File: src/rtl/freq_sel_pkg.sv
// Shared defaults and stream state encoding for the freq_selector sample path.
package freq_sel_pkg;

  localparam int unsigned DEF_DATA_W = 14;
  localparam int unsigned DEF_ADDR_W = 7;

  typedef enum logic [1:0] {
    S_EMPTY = 2'd0,
    S_FLUSH = 2'd1,
    S_RUN   = 2'd2
  } stream_state_t;

endpackage

File: src/rtl/ring_sdp_ram.sv
// Simple dual-port sample RAM: one write port, one read port, read-first,
// RD_LAT output registers (no reset; validity is tracked by the caller).
module ring_sdp_ram #(
  parameter int unsigned DATA_W = 14,
  parameter int unsigned ADDR_W = 7,
  parameter int unsigned RD_LAT = 2
) (
  input  logic              clk,
  input  logic              we,
  input  logic [ADDR_W-1:0] waddr,
  input  logic [DATA_W-1:0] wdata,
  input  logic [ADDR_W-1:0] raddr,
  output logic [DATA_W-1:0] rdata
);

  localparam int unsigned DEPTH = 1 << ADDR_W;

  logic [DATA_W-1:0] mem [DEPTH];
  logic [DATA_W-1:0] q   [RD_LAT];

  // Non-blocking update of mem makes a same-cycle read return the old word.
  always_ff @(posedge clk) begin
    if (we) mem[waddr] <= wdata;
    q[0] <= mem[raddr];
    for (int i = 1; i < RD_LAT; i++) q[i] <= q[i-1];
  end

  assign rdata = q[RD_LAT-1];

endmodule

File: src/rtl/ring_stream_ra.sv
// Circular sample store with a looping valid/ready replay stream and a
// random-access read port sharing one RAM read port (RA has priority).
module ring_stream_ra
  import freq_sel_pkg::*;
#(
  parameter int unsigned DATA_W   = DEF_DATA_W,
  parameter int unsigned ADDR_W   = DEF_ADDR_W,
  parameter int unsigned RD_LAT   = 2,
  parameter int unsigned PF_DEPTH = 4
) (
  input  logic              clk,
  input  logic              rst,
  input  logic [DATA_W-1:0] wr_data,
  input  logic              wr_en,
  input  logic              clear,
  output logic [DATA_W-1:0] s_data,
  output logic              s_valid,
  input  logic              s_ready,
  output logic [ADDR_W-1:0] s_index,
  output logic              s_last,
  output logic [ADDR_W:0]   fill,
  input  logic              ra_req,
  input  logic              ra_rel,
  input  logic [ADDR_W-1:0] ra_addr,
  output logic              ra_ack,
  output logic [DATA_W-1:0] ra_data,
  output logic              ra_valid
);

  localparam int unsigned DEPTH = 1 << ADDR_W;
  localparam int unsigned FW    = ADDR_W + 1;
  localparam int unsigned PF_AW = $clog2(PF_DEPTH);
  localparam int unsigned PCW   = PF_AW + 1;
  localparam int unsigned CW    = PF_AW + 2;

  stream_state_t     st, st_nxt;
  logic [ADDR_W-1:0] wr_ptr, rd_ptr, rd_ptr_nxt, iss_addr, ram_raddr;
  logic [ADDR_W-1:0] oldest, newest, ra_phys;
  logic [FW-1:0]     fill_q;
  logic [DATA_W-1:0] ram_q;
  logic              issue, ra_acc, ra_busy, wr_go, flush_now, pop, push, credit_ok;
  logic [CW-1:0]     n_out;

  logic              sp_v    [RD_LAT];
  logic [ADDR_W-1:0] sp_idx  [RD_LAT];
  logic              sp_last [RD_LAT];
  logic              ra_v    [RD_LAT];

  logic [DATA_W-1:0] pf_data [PF_DEPTH];
  logic [ADDR_W-1:0] pf_idx  [PF_DEPTH];
  logic              pf_last [PF_DEPTH];
  logic [PF_AW-1:0]  pf_wp, pf_rp;
  logic [PCW-1:0]    pf_cnt;

  function automatic logic [ADDR_W-1:0] next_ptr(input logic [ADDR_W-1:0] p,
                                                 input logic [ADDR_W-1:0] lo,
                                                 input logic [ADDR_W-1:0] hi);
    return (p == hi) ? lo : p + ADDR_W'(1);
  endfunction

  // Write pointer and fill; clear beats a same-cycle write.
  assign wr_go     = wr_en && !clear && !rst;
  assign flush_now = wr_en || clear;
  assign oldest    = (fill_q < FW'(DEPTH)) ? '0 : wr_ptr;
  assign newest    = wr_ptr - ADDR_W'(1);
  assign fill      = fill_q;

  always_ff @(posedge clk) begin
    if (rst || clear) begin
      wr_ptr <= '0;
      fill_q <= '0;
    end else if (wr_en) begin
      wr_ptr <= wr_ptr + ADDR_W'(1);
      if (fill_q != FW'(DEPTH)) fill_q <= fill_q + FW'(1);
    end
  end

  ring_sdp_ram #(
    .DATA_W (DATA_W),
    .ADDR_W (ADDR_W),
    .RD_LAT (RD_LAT)
  ) u_ram (
    .clk   (clk),
    .we    (wr_go),
    .waddr (wr_ptr),
    .wdata (wr_data),
    .raddr (ram_raddr),
    .rdata (ram_q)
  );

  // Random-access pipeline: one request in flight, untouched by write/clear.
  always_comb begin
    ra_busy = 1'b0;
    for (int i = 0; i < RD_LAT; i++) ra_busy = ra_busy | ra_v[i];
  end

  assign ra_acc    = ra_req && !ra_busy && !rst;
  assign ra_phys   = ra_rel ? (newest - ra_addr) : ra_addr;
  assign ram_raddr = ra_acc ? ra_phys : iss_addr;

  always_ff @(posedge clk) begin
    if (rst) begin
      for (int i = 0; i < RD_LAT; i++) ra_v[i] <= 1'b0;
      ra_ack   <= 1'b0;
      ra_valid <= 1'b0;
      ra_data  <= '0;
    end else begin
      ra_v[0] <= ra_acc;
      for (int i = 1; i < RD_LAT; i++) ra_v[i] <= ra_v[i-1];
      ra_ack   <= ra_acc;
      ra_valid <= ra_v[RD_LAT-1];
      if (ra_v[RD_LAT-1]) ra_data <= ram_q;
    end
  end

  // Credits: FIFO occupancy (net of this cycle's pop) plus live reads in flight.
  always_comb begin
    n_out = '0;
    for (int i = 0; i < RD_LAT; i++) n_out = n_out + CW'(sp_v[i]);
  end

  assign pop       = s_valid && s_ready;
  assign credit_ok = (CW'(pf_cnt) - CW'(pop) + n_out) < CW'(PF_DEPTH);

  always_ff @(posedge clk) begin
    if (rst) begin
      st     <= S_EMPTY;
      rd_ptr <= '0;
    end else begin
      st     <= st_nxt;
      rd_ptr <= rd_ptr_nxt;
    end
  end

  // The flush cycle already issues the oldest read to hit RD_LAT+1 latency.
  always_comb begin
    st_nxt     = st;
    issue      = 1'b0;
    rd_ptr_nxt = rd_ptr;
    iss_addr   = rd_ptr;
    case (st)
      S_EMPTY: ;
      S_FLUSH: begin
        iss_addr   = oldest;
        rd_ptr_nxt = oldest;
        st_nxt     = S_RUN;
        if (!ra_acc) begin
          issue      = 1'b1;
          rd_ptr_nxt = next_ptr(oldest, oldest, newest);
        end
      end
      S_RUN: begin
        if (!ra_acc && credit_ok) begin
          issue      = 1'b1;
          rd_ptr_nxt = next_ptr(rd_ptr, oldest, newest);
        end
      end
      default: st_nxt = S_EMPTY;
    endcase
    if (clear)      st_nxt = S_EMPTY;
    else if (wr_en) st_nxt = S_FLUSH;
  end

  // Stream read tags; a write or clear kills everything in flight and queued.
  assign push = sp_v[RD_LAT-1];

  always_ff @(posedge clk) begin
    sp_idx[0]  <= iss_addr;
    sp_last[0] <= (iss_addr == newest);
    for (int i = 1; i < RD_LAT; i++) begin
      sp_idx[i]  <= sp_idx[i-1];
      sp_last[i] <= sp_last[i-1];
    end
  end

  always_ff @(posedge clk) begin
    if (rst || flush_now) begin
      for (int i = 0; i < RD_LAT; i++) sp_v[i] <= 1'b0;
      pf_wp  <= '0;
      pf_rp  <= '0;
      pf_cnt <= '0;
    end else begin
      sp_v[0] <= issue;
      for (int i = 1; i < RD_LAT; i++) sp_v[i] <= sp_v[i-1];
      if (push) pf_wp <= pf_wp + PF_AW'(1);
      if (pop)  pf_rp <= pf_rp + PF_AW'(1);
      pf_cnt <= pf_cnt + PCW'(push) - PCW'(pop);
    end
  end

  always_ff @(posedge clk) begin
    if (rst) begin
      for (int i = 0; i < PF_DEPTH; i++) begin
        pf_data[i] <= '0;
        pf_idx[i]  <= '0;
        pf_last[i] <= 1'b0;
      end
    end else if (push && !flush_now) begin
      pf_data[pf_wp] <= ram_q;
      pf_idx[pf_wp]  <= sp_idx[RD_LAT-1];
      pf_last[pf_wp] <= sp_last[RD_LAT-1];
    end
  end

  assign s_valid = (pf_cnt != '0);
  assign s_data  = pf_data[pf_rp];
  assign s_index = pf_idx[pf_rp];
  assign s_last  = pf_last[pf_rp];

endmodule
File: config.mk
export PLATFORM = sky130hd
export DESIGN_NAME = ring_stream_ra
export DESIGN_NICKNAME = d
export VERILOG_FILES = /design/src/rtl/freq_sel_pkg.sv /design/src/rtl/ring_sdp_ram.sv /design/src/rtl/ring_stream_ra.sv
export SDC_FILE = /design/constraint.sdc
export NUM_CORES = 2
export LEC_CHECK = 0
export BUFFER_PORTS_ARGS = -buffer_cell sky130_fd_sc_hd__buf_2
export CAP_MARGIN = 30
export CORE_UTILIZATION = 42
export DETAILED_ROUTE_END_ITERATION = 8
export PLACE_DENSITY_LB_ADDON = 0.1
export SETUP_SLACK_MARGIN = 0.3
export SLEW_MARGIN = 30
export SYNTH_ARGS = -nofsm -noshare
export SYNTH_HDL_FRONTEND = slang
export SYNTH_HIERARCHICAL = 1
export SYNTH_SLANG_ARGS = --single-unit
File: constraint.sdc
create_clock -name clk -period 4 [get_ports clk]
set_clock_uncertainty 0.1 [all_clocks]
set_input_delay 0.6 -clock clk [delete_from_list [all_inputs] [get_ports clk]]
set_output_delay 0.6 -clock clk [all_outputs]
set_load 0.1 [all_outputs]
==> summary.md <==
| Metric | Value |
|---|---|
| Ys async rst share | `0%` |
| Setup TNS | `-2520 ps` |
| Fin area | `0.0909 mm^2` |
| Initial antenna violation count | `21` |
| Critical Path Start Type | `flop` |
| Number of synthesized flops with an enable pin | `1880` |
| Top delay family on crit path | `multiplexers` |
| CTS clk-pin slew, worst paths | `60 ps` |
| Max Root-Sink Buffers | `3` |
| Syn_nets | `3469` |
| CP peak stage delay | `610 ps` |
| Mux contribution to synthesized area | `18.4%` |
| Total power | `45.4 mW` |
| Fmax | `237 MHz` |
| Crit path buffers/inverters | `4` |
| Ordered cell list for the critical path | `inv_1, ha_2, mux2_2, mux2_8, buf_16, buf_16, buf_4, mux4_2, mux4_2, mux4_2, mux2_2` |
| Vias/cell | `5.72` |
| Top_reg_cell synth | `edfxtp_1` |
| Grt total ovfl | `0` |
| Minimum clock period | `4220 ps` |
| Max H-tree Level | `4` |
| Area taken by multi-input logic gates | `0.0176 mm^2` |
| Netlist cell types | `61` |
| Commonest non-fill, non-tap cells in the layout | `edfxtp_1, mux4_2, buf_4, clkbuf_16, nor2_1` |
| Kind of critical path | `reg -> reg` |
| Leak pwr | `28.6 nW` |
| Peak supply drop | `0.000488 V` |
| Yosys reg bits | `1976` |
| Detail Route Antenna Nets | `0` |
| Synth Area in Compound Gates | `0.676%` |
| DR pass1 iterations | `5` |
| Clock root buffer master | `clkbuf_16` |
| First-pass GRT wire length | `284000 um` |
| Synth Area in Adders | `0.394%` |
| Max FO, Critical Path | `24` |
| Final setup violation count | `14` |
| Slew Viols, Final | `0` |
| Final WL | `200000 um` |
| Pwr dens | `499 mW/mm^2` |
| Core area | `0.181 mm^2` |
| Max-slew headroom | `36.8%` |
| Residual DRC | `0` |
| CTS Buf Count | `204` |
| Fin crit share | `105%` |
| Leading cell type in the layout, fill and taps excluded | `edfxtp_1` |
| Arrival time worst endpoint | `4850 ps` |
| Leading area contributor after synthesis | `edfxtp_1` |
| Initial Util | `42.4%` |
| Max cap viols | `0` |
| Synthesized cell area | `0.0768 mm^2` |
| Post-Layout Cell Count | `6445` |
| Slew @ Worst Pin | `948 ps` |
| Final hold slack | `128 ps` |
| Crit path top cell by count | `mux4_2` |
| Die height | `430 um` |
| Die Width | `430 um` |
| Outcome | `finished with violations` |
| DP Wirelength | `126000 um` |
| Setup WS pre-CTS | `-729 ps` |
| Mapped Cells | `3418` |
| Hold WC Path Type | `in -> reg` |
| Fraction of layout cells with a size suffix above 1 | `35.1%` |
| Violated checks | `setup timing` |
| CP required | `4630 ps` |
| Storage cell area | `0.0584 mm^2` |
| Synth top area share | `73.5%` |
| Area Overhead vs Synth | `18.3%` |
| Number of global-route vias before repair | `38209` |
| Simple-Gate Fraction of Synth Area | `2.73%` |
| Placed cell areas | `0.0838 mm^2` |
| TritonCTS clock tree | `yes` |
| Gpl congestion | `0.803` |
| Syn. warnings | `6` |
| Row count | `156` |
| Final hold violation count | `0` |
| Final net count | `3939` |
| # fillers | `14236` |
| GR Util All Layers | `21.8%` |
| Cells after DPL | `6032` |
| Syn Area/Cell | `22.5 um^2` |
| Synth Area in XOR/XNOR | `0.477%` |
| PortBufs | `74` |
| Final WS setup | `-220 ps` |
| TritonCTS Sinks | `1976` |
| Fin util | `50.1%` |
| Critical Path Sink Type | `flop` |
| # IOs | `75` |
| RSZ-0062 raised after global routing | `yes` |
| Clock Latency Late Sink | `840 ps` |
| Vias post-DR | `36841` |
| Largest family of logic cells by synthesized area | `multiplexers` |
| CP max-delay cell | `mux4_2` |
| 1st-iter DRT viols | `3655` |
| Die area | `0.185 mm^2` |
| Sequential share of the synthesized area | `76.0%` |
| Largest net degree at the start of global routing | `96` |
| Synth top area cells | `edfxtp_1, mux4_2, dfxtp_1` |
| DR WL/cell | `31.1 um` |
[where the power goes]
group          switching (mW)  total (mW)  internal [mW]
sequential              0.189        23.0           22.8
combinational            1.95        3.56           1.62
clock                    7.98        18.8           10.8
total                    10.1        45.4           35.2
[synth_stat cells (all sizes together), types with 2 or more instances]
| cell type | number |
|---|---|
| xor2 | 20 |
| ha | 21 |
| nor2 | 176 |
| nand2b | 6 |
| dfxtp | 96 |
| or4b | 2 |
| o2111ai | 2 |
| and4 | 2 |
| mux2 | 17 |
| or3 | 13 |
| nand2 | 44 |
| o211ai | 7 |
| o21ai | 18 |
| fa | 2 |
| nor2b | 14 |
| nand3b | 2 |
| nand3 | 22 |
| nor3b | 2 |
| nor3 | 20 |
| a211oi | 6 |
| or2 | 4 |
| o211a | 4 |
| and3 | 6 |
| a31oi | 4 |
| clkbuf | 98 |
| and2 | 93 |
| mux4 | 610 |
| clkinv | 2 |
| nor4 | 3 |
| inv | 34 |
| nand4 | 10 |
| o221ai | 4 |
| a21oi | 21 |
| buf | 99 |
| edfxtp | 1880 |
| mux2i | 19 |
| xnor2 | 21 |
[routing by layer]
layer	up-vias	share of wire (%)	track usage, %
li1	15295	-	-
met1	20105	42	29.6
met2	1203	50	36.7
met3	238	5.9	3.92
met4	0	1.9	5.07
met5	-	0	0
[sequential cells by signal, summed over array words and instances (netlist names), named ones only]
register and cells:
ra_valid 1, u_ram/q 28, pf_cnt 3, ra_data 14, sp_idx 14, wr_ptr 7, pf_last 4, pf_idx 28
pf_data 56, sp_v 2, pf_rp 2, rd_ptr 7, u_ram/mem 1792, ra_v 2, pf_wp 2, sp_last 2
st 2, fill 8
[cell type report]
class                           count  share of cell area [%]
Multi-Input combinational cell   1209                    19.4
Sequential cell                  1976                    64.2
Inverter                           36                   0.157
Tap cell                         2370                    3.26
Timing Repair Buffer              461                    5.62
Antenna cell                        6                  0.0165
Clock buffer                      253                    6.00
Clock inverter                    134                    1.34
[worst paths after layout]
kind | to | cells after the start | slack [ps] | start
worst max register to register | u_ram/q[0][11] | 11 | -220 | st[1]
worst min register to register | sp_idx[0][13] | 0 | 230 | sp_idx[0][6]
worst min-delay path | ra_v[0][0] | 4 | 130 | rst
worst max-delay path | u_ram/q[0][11] | 11 | -220 | st[1]
[worst min-delay path: stages]
cell and delay (ps):
buf_2 90, or4b_4 140, clkinv_4 60, buf_4 140
[logic make-up (layout without fill, tap and decap cells)]
kind of cell	count (synthesis)	count (layout)
other cells	0	6
mux	646	646
compound gates	76	76
buf+inv	233	884
flops	1976	1976
fa+ha+maj	23	23
xor+xnor	41	41
simple gates	423	423
[repair_timing]
| action | CTS | global route |
|---|---|---|
| hold buffers | 1 | 0 |
| gates cloned | 5 | 0 |
| pin swaps | 6 | 1 |
| buffers inserted | 13 | 1 |
| setup endpoints to repair | 14 | 14 |
| endpoints found under the hold margin | 8 | 0 |
| gates resized for setup | 39 | 2 |
(Power assumes the default switching activity.)
